`src/rtl/clk_div_pkg.sv`:
```
// clk_div_pkg: shared types and constants for the clk_div_gen slice.
//   clk_div_state_t : controller states (IDLE, DELAY, RUN, DRAIN)
//   clk_div_cfg_t   : clamped period/high/phase triple (32-bit fields)
//   clk_div_clamp() : clamps a raw (P, H, D) triple to its legal ranges
// Optional feature macro used by the top: CLK_DIV_PERIOD_CNT_EN.
package clk_div_pkg;

  localparam int CLK_DIV_CNT_W = 16;

  localparam logic [31:0] CLK_DIV_RST_P = 32'd2;
  localparam logic [31:0] CLK_DIV_RST_H = 32'd1;
  localparam logic [31:0] CLK_DIV_RST_D = 32'd0;

  typedef enum logic [1:0] {
    IDLE  = 2'd0,
    DELAY = 2'd1,
    RUN   = 2'd2,
    DRAIN = 2'd3
  } clk_div_state_t;

  typedef struct packed {
    logic [31:0] p;
    logic [31:0] h;
    logic [31:0] d;
  } clk_div_cfg_t;

  // P >= 2, 1 <= H <= P-1, D <= P-1.
  function automatic clk_div_cfg_t clk_div_clamp(input logic [31:0] p,
                                                 input logic [31:0] h,
                                                 input logic [31:0] d);
    clk_div_cfg_t c;
    c.p = (p < 32'd2) ? 32'd2 : p;
    if (h == 32'd0)               c.h = 32'd1;
    else if (h > (c.p - 32'd1))   c.h = c.p - 32'd1;
    else                          c.h = h;
    c.d = (d > (c.p - 32'd1)) ? (c.p - 32'd1) : d;
    return c;
  endfunction

endpackage

```
`src/rtl/clk_div_cfg_shadow.sv`:
```
// clk_div_cfg_shadow: shadow and active configuration registers.
//   load_i captures clamped period/high/phase into the shadow set.
//   Active set follows shadow every cycle while idle_i is high, otherwise
//   only on boundary_i (last cycle of a period), so a period is never cut.
//   A load coincident with a boundary goes straight into the active set.
// Ports:
//   clk, rst_n                        clock, async active-low reset
//   load_i, period_i, high_i, phase_i raw configuration strobe and fields
//   idle_i, boundary_i                update qualifiers from the controller
//   act_per_o, act_high_o, act_phase_o active (clamped) configuration
module clk_div_cfg_shadow
  import clk_div_pkg::*;
#(
  parameter int CNT_W = CLK_DIV_CNT_W
) (
  input  logic             clk,
  input  logic             rst_n,
  input  logic             load_i,
  input  logic [CNT_W-1:0] period_i,
  input  logic [CNT_W-1:0] high_i,
  input  logic [CNT_W-1:0] phase_i,
  input  logic             idle_i,
  input  logic             boundary_i,
  output logic [CNT_W-1:0] act_per_o,
  output logic [CNT_W-1:0] act_high_o,
  output logic [CNT_W-1:0] act_phase_o
);

  clk_div_cfg_t     cap;
  logic             unused_cap_par;
  logic [CNT_W-1:0] cap_per, cap_high, cap_phase;
  logic [CNT_W-1:0] sh_per_q, sh_high_q, sh_phase_q;
  logic [CNT_W-1:0] sh_per_d, sh_high_d, sh_phase_d;
  logic [CNT_W-1:0] act_per_q, act_high_q, act_phase_q;
  logic [CNT_W-1:0] act_per_d, act_high_d, act_phase_d;

  always_comb begin
    cap       = clk_div_clamp(32'(period_i), 32'(high_i), 32'(phase_i));
    cap_per   = cap.p[CNT_W-1:0];
    cap_high  = cap.h[CNT_W-1:0];
    cap_phase = cap.d[CNT_W-1:0];
  end

  // Clamped values never exceed the input width; upper bits are always zero.
  assign unused_cap_par = ^cap;

  always_comb begin
    sh_per_d    = sh_per_q;
    sh_high_d   = sh_high_q;
    sh_phase_d  = sh_phase_q;
    act_per_d   = act_per_q;
    act_high_d  = act_high_q;
    act_phase_d = act_phase_q;
    if (load_i) begin
      sh_per_d   = cap_per;
      sh_high_d  = cap_high;
      sh_phase_d = cap_phase;
    end
    if (idle_i) begin
      act_per_d   = sh_per_q;
      act_high_d  = sh_high_q;
      act_phase_d = sh_phase_q;
    end else if (boundary_i) begin
      act_per_d   = load_i ? cap_per   : sh_per_q;
      act_high_d  = load_i ? cap_high  : sh_high_q;
      act_phase_d = load_i ? cap_phase : sh_phase_q;
    end
  end

  always_ff @(posedge clk or negedge rst_n) begin
    if (!rst_n) begin
      sh_per_q    <= CNT_W'(CLK_DIV_RST_P);
      sh_high_q   <= CNT_W'(CLK_DIV_RST_H);
      sh_phase_q  <= CNT_W'(CLK_DIV_RST_D);
      act_per_q   <= CNT_W'(CLK_DIV_RST_P);
      act_high_q  <= CNT_W'(CLK_DIV_RST_H);
      act_phase_q <= CNT_W'(CLK_DIV_RST_D);
    end else begin
      sh_per_q    <= sh_per_d;
      sh_high_q   <= sh_high_d;
      sh_phase_q  <= sh_phase_d;
      act_per_q   <= act_per_d;
      act_high_q  <= act_high_d;
      act_phase_q <= act_phase_d;
    end
  end

  assign act_per_o   = act_per_q;
  assign act_high_o  = act_high_q;
  assign act_phase_o = act_phase_q;

endmodule

```
`src/rtl/clk_div_gen.sv`:
```
// clk_div_gen: programmable clock-pattern generator on the system clock.
// Produces div_clk with programmable period P, high time H and start
// delay D (all in clk cycles). Stopping always completes the current period.
// div_clk is a clock-enable / pattern source, not a clock tree root.
//
// state | meaning
// IDLE  | stopped, outputs low, active config tracks shadow
// DELAY | counting the start delay D, div_clk held low
// RUN   | generating periods, enable high
// DRAIN | enable seen low, finishing the current period
//
// Ports:
//   clk, rst_n                  system clock, async active-low reset
//   enable                      run request (level)
//   period, high_time, phase    raw configuration, captured by load
//   load                        one-cycle configuration strobe
//   div_clk, running            registered outputs
//   period_tick                 high in the last cycle of each period
//   period_cnt (optional)       completed periods, saturating; present only
//                               when CLK_DIV_PERIOD_CNT_EN is defined
module clk_div_gen
  import clk_div_pkg::*;
#(
  parameter int CNT_W = CLK_DIV_CNT_W
) (
  input  logic             clk,
  input  logic             rst_n,
  input  logic             enable,
  input  logic [CNT_W-1:0] period,
  input  logic [CNT_W-1:0] high_time,
  input  logic [CNT_W-1:0] phase,
  input  logic             load,
  output logic             div_clk,
  output logic             running,
  output logic             period_tick
`ifdef CLK_DIV_PERIOD_CNT_EN
  ,
  output logic [31:0]      period_cnt
`endif
);

  clk_div_state_t   state_q, state_d;
  logic [CNT_W-1:0] cnt_q, cnt_d;
  logic [CNT_W-1:0] dcnt_q, dcnt_d;
  logic             div_q, div_d;
  logic             run_q, run_d;

  logic [CNT_W-1:0] act_per, act_high, act_phase;
  logic [CNT_W-1:0] cnt_next;
  logic             last_cnt, in_period, tick;

  clk_div_cfg_shadow #(.CNT_W(CNT_W)) u_cfg (
    .clk         (clk),
    .rst_n       (rst_n),
    .load_i      (load),
    .period_i    (period),
    .high_i      (high_time),
    .phase_i     (phase),
    .idle_i      (state_q == IDLE),
    .boundary_i  (tick),
    .act_per_o   (act_per),
    .act_high_o  (act_high),
    .act_phase_o (act_phase)
  );

  assign last_cnt  = (cnt_q == (act_per - CNT_W'(1)));
  assign in_period = (state_q == RUN) || (state_q == DRAIN);
  assign tick      = in_period && last_cnt;
  assign cnt_next  = last_cnt ? '0 : (cnt_q + CNT_W'(1));

  always_comb begin
    state_d = state_q;
    cnt_d   = cnt_q;
    dcnt_d  = dcnt_q;
    div_d   = div_q;
    case (state_q)
      IDLE: begin
        div_d = 1'b0;
        if (enable) begin
          if (act_phase == '0) begin
            state_d = RUN;
            cnt_d   = '0;
            div_d   = 1'b1;
          end else begin
            state_d = DELAY;
            dcnt_d  = CNT_W'(1);
          end
        end
      end
      DELAY: begin
        div_d = 1'b0;
        if (!enable) begin
          state_d = IDLE;
        end else if (dcnt_q == act_phase) begin
          state_d = RUN;
          cnt_d   = '0;
          div_d   = 1'b1;
        end else begin
          dcnt_d = dcnt_q + CNT_W'(1);
        end
      end
      RUN, DRAIN: begin
        // Enable low on the last cycle ends the run at this wrap, whether the
        // drop was seen earlier (DRAIN) or only now (RUN).
        if (!enable && last_cnt) begin
          state_d = IDLE;
          cnt_d   = '0;
          div_d   = 1'b0;
        end else begin
          state_d = enable ? RUN : DRAIN;
          cnt_d   = cnt_next;
          div_d   = (cnt_next < act_high);
        end
      end
      default: begin
        state_d = IDLE;
        cnt_d   = '0;
        div_d   = 1'b0;
      end
    endcase
    run_d = (state_d != IDLE);
  end

  always_ff @(posedge clk or negedge rst_n) begin
    if (!rst_n) begin
      state_q <= IDLE;
      cnt_q   <= '0;
      dcnt_q  <= '0;
      div_q   <= 1'b0;
      run_q   <= 1'b0;
    end else begin
      state_q <= state_d;
      cnt_q   <= cnt_d;
      dcnt_q  <= dcnt_d;
      div_q   <= div_d;
      run_q   <= run_d;
    end
  end

  assign div_clk     = div_q;
  assign running     = run_q;
  assign period_tick = tick;

`ifdef CLK_DIV_PERIOD_CNT_EN
  logic [31:0] pcnt_q, pcnt_d;

  always_comb begin
    pcnt_d = pcnt_q;
    if ((state_q == IDLE) && enable) begin
      pcnt_d = '0;
    end else if (tick && (pcnt_q != 32'hFFFF_FFFF)) begin
      pcnt_d = pcnt_q + 32'd1;
    end
  end

  always_ff @(posedge clk or negedge rst_n) begin
    if (!rst_n) pcnt_q <= '0;
    else        pcnt_q <= pcnt_d;
  end

  assign period_cnt = pcnt_q;
`endif

endmodule
```
`config.mk`:
```
export PLATFORM = sky130hd
export DESIGN_NAME = clk_div_gen
export DESIGN_NICKNAME = d
export VERILOG_FILES = /design/src/rtl/clk_div_pkg.sv /design/src/rtl/clk_div_cfg_shadow.sv /design/src/rtl/clk_div_gen.sv
export SDC_FILE = /design/constraint.sdc
export NUM_CORES = 1
export LEC_CHECK = 0
export CORE_MARGIN = 10
export CORE_UTILIZATION = 45
export CTS_CLUSTER_DIAMETER = 40
export DETAILED_ROUTE_END_ITERATION = 8
export HOLD_SLACK_MARGIN = 0.03
export MAX_ROUTING_LAYER = met4
export PLACE_DENSITY_LB_ADDON = 0.2
export SYNTH_ARGS = -nofsm -noshare
export SYNTH_HDL_FRONTEND = slang
export SYNTH_HIERARCHICAL = 1
export SYNTH_SLANG_ARGS = --single-unit
```
`constraint.sdc`:
```
create_clock -name clk -period 4 [get_ports clk]
set_input_delay 0.8 -clock clk [delete_from_list [all_inputs] [get_ports clk]]
set_output_delay 0.8 -clock clk [all_outputs]
set_load 0.02 [all_outputs]
```
==> results by stage <==
STA:
- The final setup skew is 0.0122 ns.
- The portion of the clock cycle consumed by the worst path in the final layout is 1.09.
- The summed negative setup slack over all endpoints is -17.35 ns.
- Setup violations remaining at the end of the flow were counted as 64.
- The max-slew violation count is 0.
- Setup repair after global routing could not meet its margin everywhere.
- At the pin with the least slew margin, the transition time is 0.819 ns.
- The smallest hold slack is 0.422 ns.
- The normalized max-slew margin is 0.454.
- The setup slack of the critical path after layout is -0.375 ns.
- The hold violation total from the final report is 0.
- The highest clock frequency the design can meet is 229 MHz.
- The clock period minus worst slack is 4.37 ns.

Floorplanning:
- The overall die area is 25100 sq um.
- The effective utilization at floorplan is 0.460.
- The floorplan step set the die width to 159 um.
- In this run the count of I/O pins placed on the die edge is 55.
- The floorplan has 50 rows.
- The area of the core region is 18800 sq um.
- The floorplan step set the die height to 159 um.

Worst setup path:
- In this run the worst path has a maximum fanout of 6.
- The required time of the critical path is 4.33 ns.
- The launch instance of the worst register-to-register path is u_cfg/act_per_o[2].
- The critical path starts at period[12].
- The kind of capture point of the worst setup path is a flop.
- The type of the setup path with the least slack is input port to flop.
- The cell with the biggest individual delay on the critical path is sky130_fd_sc_hd__nor4_4.
- On the worst path, the slowest cell contributes a delay of 0.33 ns.
- The arrival time of the worst setup path is 4.70 ns.
- Across all register-to-register paths, the minimum setup slack is 0.17 ns.
- The number of buffers and inverters on the critical path is 4.
- Traced cell by cell, the critical path runs through buf_8 > nor4_4 > nand4_1 > nor4_4 > nand2b_4 > ha_4 > nand2b_4 > nor3_4 > nand2_2 > xnor2_2 > inv_2 > ha_4 > buf_4 > a21oi_1 > nand2_1 > a221oi_2 > o311a_1 > o211a_4 > nor2_4 > buf_6 > mux2_4 > a31oi_2.
- The cell family contributing the most delay on the critical path is simple AND/OR/NAND/NOR gates.
- The startpoint type of the worst setup path is an input port.

Layout:
- In the final design database the tool counted 1197 nets.
- Relative to the synthesized area, the layout overhead comes to 33.4%.
- The number of inserted filler cells in the final layout is 1573.
- The antenna cell count is 0.
- Of the cells placed in the final design, the portion with a size suffix greater than 1 is 0.281.

Placed design:
- The worst setup slack after placement is -1.35 ns.
- At the end of routability-driven placement, the weighted congestion stood at 0.948.
- The HPWL after detailed placement is 19.2 mm.
- The number of buffer cells added on primary ports is 54.

Clock network:
- CTS built an H-tree with a depth of 4.
- The number of hold buffers added after CTS was 0.
- Clock tree synthesis selected as its root buffer the cell sky130_fd_sc_hd__clkbuf_16.
- After clock tree synthesis, the clock-pin slew on the worst setup and hold paths is 0.06 ns.
- Buffers inserted during clock tree synthesis total 17.
- TritonCTS built the clock tree.
- The maximum clock insertion buffer count is 2.
- CTS saw 132 sinks.
- The clock insertion delay at the later pin of the skew report is 0.42 ns.

Logic synthesis:
- sky130_fd_sc_hd__dfrtp_1 takes more of the synthesized area than any other cell.
- After technology mapping, the gate count stands at 945.
- The synthesized cell area is 8640 sq um.
- The proportion of synthesized chip area in sequential cells is 0.383.
- During synthesis, Yosys emitted a total of 6 warnings.
- For this run, asynchronously set or reset flops after synthesis account for 1.00.
- Counting flops with a built-in enable in the synthesized netlist gives 0.
- After synthesis, the cell types taking the most area are sky130_fd_sc_hd__dfrtp_1, sky130_fd_sc_hd__ha_1, sky130_fd_sc_hd__nand2_1.
- Sorting the synthesized cells by how often they occur yields sky130_fd_sc_hd__dfrtp_1, sky130_fd_sc_hd__nand2_1, sky130_fd_sc_hd__nor2_1.
- sky130_fd_sc_hd__dfrtp_1 is the most common cell in the netlist.
- The most frequently used flop master after synthesis is sky130_fd_sc_hd__dfrtp_1.
- The number of different library cells used by synthesis comes to 72.
- The synthesized design contains 132 register bits.
- The per-instance average area after synthesis is 9.14 sq um.
- The number of nets in the synthesized netlist is 1044.
- The share of synthesized area in the top cell type comes to 0.371.

Global route:
- The via count of the first global-routing pass is 7708.
- The overall fraction of global-route tracks in use is 0.216.
- The initial antenna violation count was 0.
- The first global-routing pass estimated 41.6 mm of wire.
- The maximum number of pins on one net before global-route repair is 84.
- The total congestion overflow is 0.

Power and ir drop:
- The peak supply drop is 0.344 mV.
- The standby leakage power is 5.03 nW.
- The power per standard cell area is 300 nW/um^2.

Drt:
- Summed over all layers, the routed wires come to 26.7 mm.
- The detail-routed via count per cell is 5.90.
- The detailed router's first-iteration violation count is 625.
- The routed length on met1 is 12.2 mm.
- Dividing the detail-routed wire length by the instance count gives 19.8 um.
- The routed design uses 12.5 mm of met2 wire.
- After detailed routing, the met3 layer carries 1.32 mm of wire.
- The count of antenna-violating nets left after detailed routing is 0.
- The total number of vias is 7938.
- The remaining routing DRC violations is 0.
- The first-pass iteration count of the detailed router is 5.
- The highest signal layer in the routed design is met4.

Min path:
- The worst min-delay path category is input port to async pin.

Status:
- The final reports fail on negative setup slack.
- The run finished, with violations left.

Job:
- The number of maximum-capacitance constraint violations is 0.
-- cell type report --
type                    instances  area, sq um  share of cell area
repair buffers                181         1600               0.139
flip-flops and latches        132         3310               0.287
clock inverters                13          101             0.00880
well taps                     234          293              0.0254
clock buffers                  19          433              0.0376
inverters                      42          158              0.0137
multi-input cells             724         5630               0.489
-- timing repair --
item	CTS	global route
pin swaps	40	39
gates resized for setup	76	90
endpoints found under the setup margin	65	66
buffers inserted	13	9
cloned	2	1
-- worst paths after layout --
path | endpoint | depth (start not counted)
max | u_cfg/act_high_o[6] | 22
min | u_cfg/sh_phase_q[5] | 1
max reg2reg | div_clk | 15
min reg2reg | u_cfg/act_per_o[9] | 2
max in group asynchronous | u_cfg/sh_per_q[1] | 2
min in group clk | u_cfg/act_per_o[9] | 2
-- cells in the final DEF (no fill, tap or decap), types with 15 or more instances in the layout --
cell / Yosys / final
sky130_fd_sc_hd__dfrtp_1: 128 / 128
sky130_fd_sc_hd__buf_4: 0 / 113
sky130_fd_sc_hd__nand2_1: 122 / 109
sky130_fd_sc_hd__nor2_1: 56 / 50
sky130_fd_sc_hd__ha_1: 47 / 42
sky130_fd_sc_hd__inv_1: 42 / 40
sky130_fd_sc_hd__clkdlybuf4s50_1: 0 / 37
sky130_fd_sc_hd__xor2_1: 34 / 33
sky130_fd_sc_hd__o21ai_0: 40 / 33
sky130_fd_sc_hd__o22ai_1: 33 / 33
sky130_fd_sc_hd__xnor2_1: 33 / 31
sky130_fd_sc_hd__nand4_1: 27 / 27
sky130_fd_sc_hd__a21oi_1: 37 / 23
sky130_fd_sc_hd__nand3_1: 22 / 21
sky130_fd_sc_hd__mux2i_1: 35 / 20
sky130_fd_sc_hd__clkbuf_16: 0 / 17
sky130_fd_sc_hd__a21oi_2: 1 / 15
sky130_fd_sc_hd__o21ai_1: 13 / 15
-- routing by layer --
layer / GRT usage / vias to the layer above
li1: - / 3753
met1: 0.293 / 3879
met2: 0.325 / 261
met3: 0.0318 / 45
met4: 0.0750 / 0
met5: - / -
-- power breakdown --
group	switching [mW]	internal [mW]	total [mW]
clock	0.615	0.800	1.41
combinational	0.307	0.301	0.608
sequential	0.0350	1.40	1.44
-- state kept, by name, summed over array words and instances, names as in the netlist --
signal and flops:
u_cfg/act_high_o 16, cnt_q 16, u_cfg/sh_high_q 16, u_cfg/act_per_o 16, u_cfg/act_phase_o 16, div_clk 1
state_q 2, u_cfg/sh_phase_q 16, running 1, u_cfg/sh_per_q 16, dcnt_q 16
-- logic make-up after synthesis --
logic type | Yosys count | synth area share
compound gates | 212 | 0.161
xor+xnor | 68 | 0.0705
fa+ha+maj | 47 | 0.0681
buf+inv | 90 | 0.0459
flops | 132 | 0.383
mux | 62 | 0.0758
simple gates | 334 | 0.196
-- per-stage QoR --
step                std cells  cell area (sq um)  total power [mW]   util
detailed placement       1291              10200              1.94  0.543
global placement         1291              10200              1.93  0.543
CTS                      1338              11100              3.43  0.592
finish                   1345              11500              3.46  0.614
floorplan                 945               8770              1.70      -
global route             1345              11500              3.59  0.614
No activity file was read; power rests on OpenSTA's default activity.
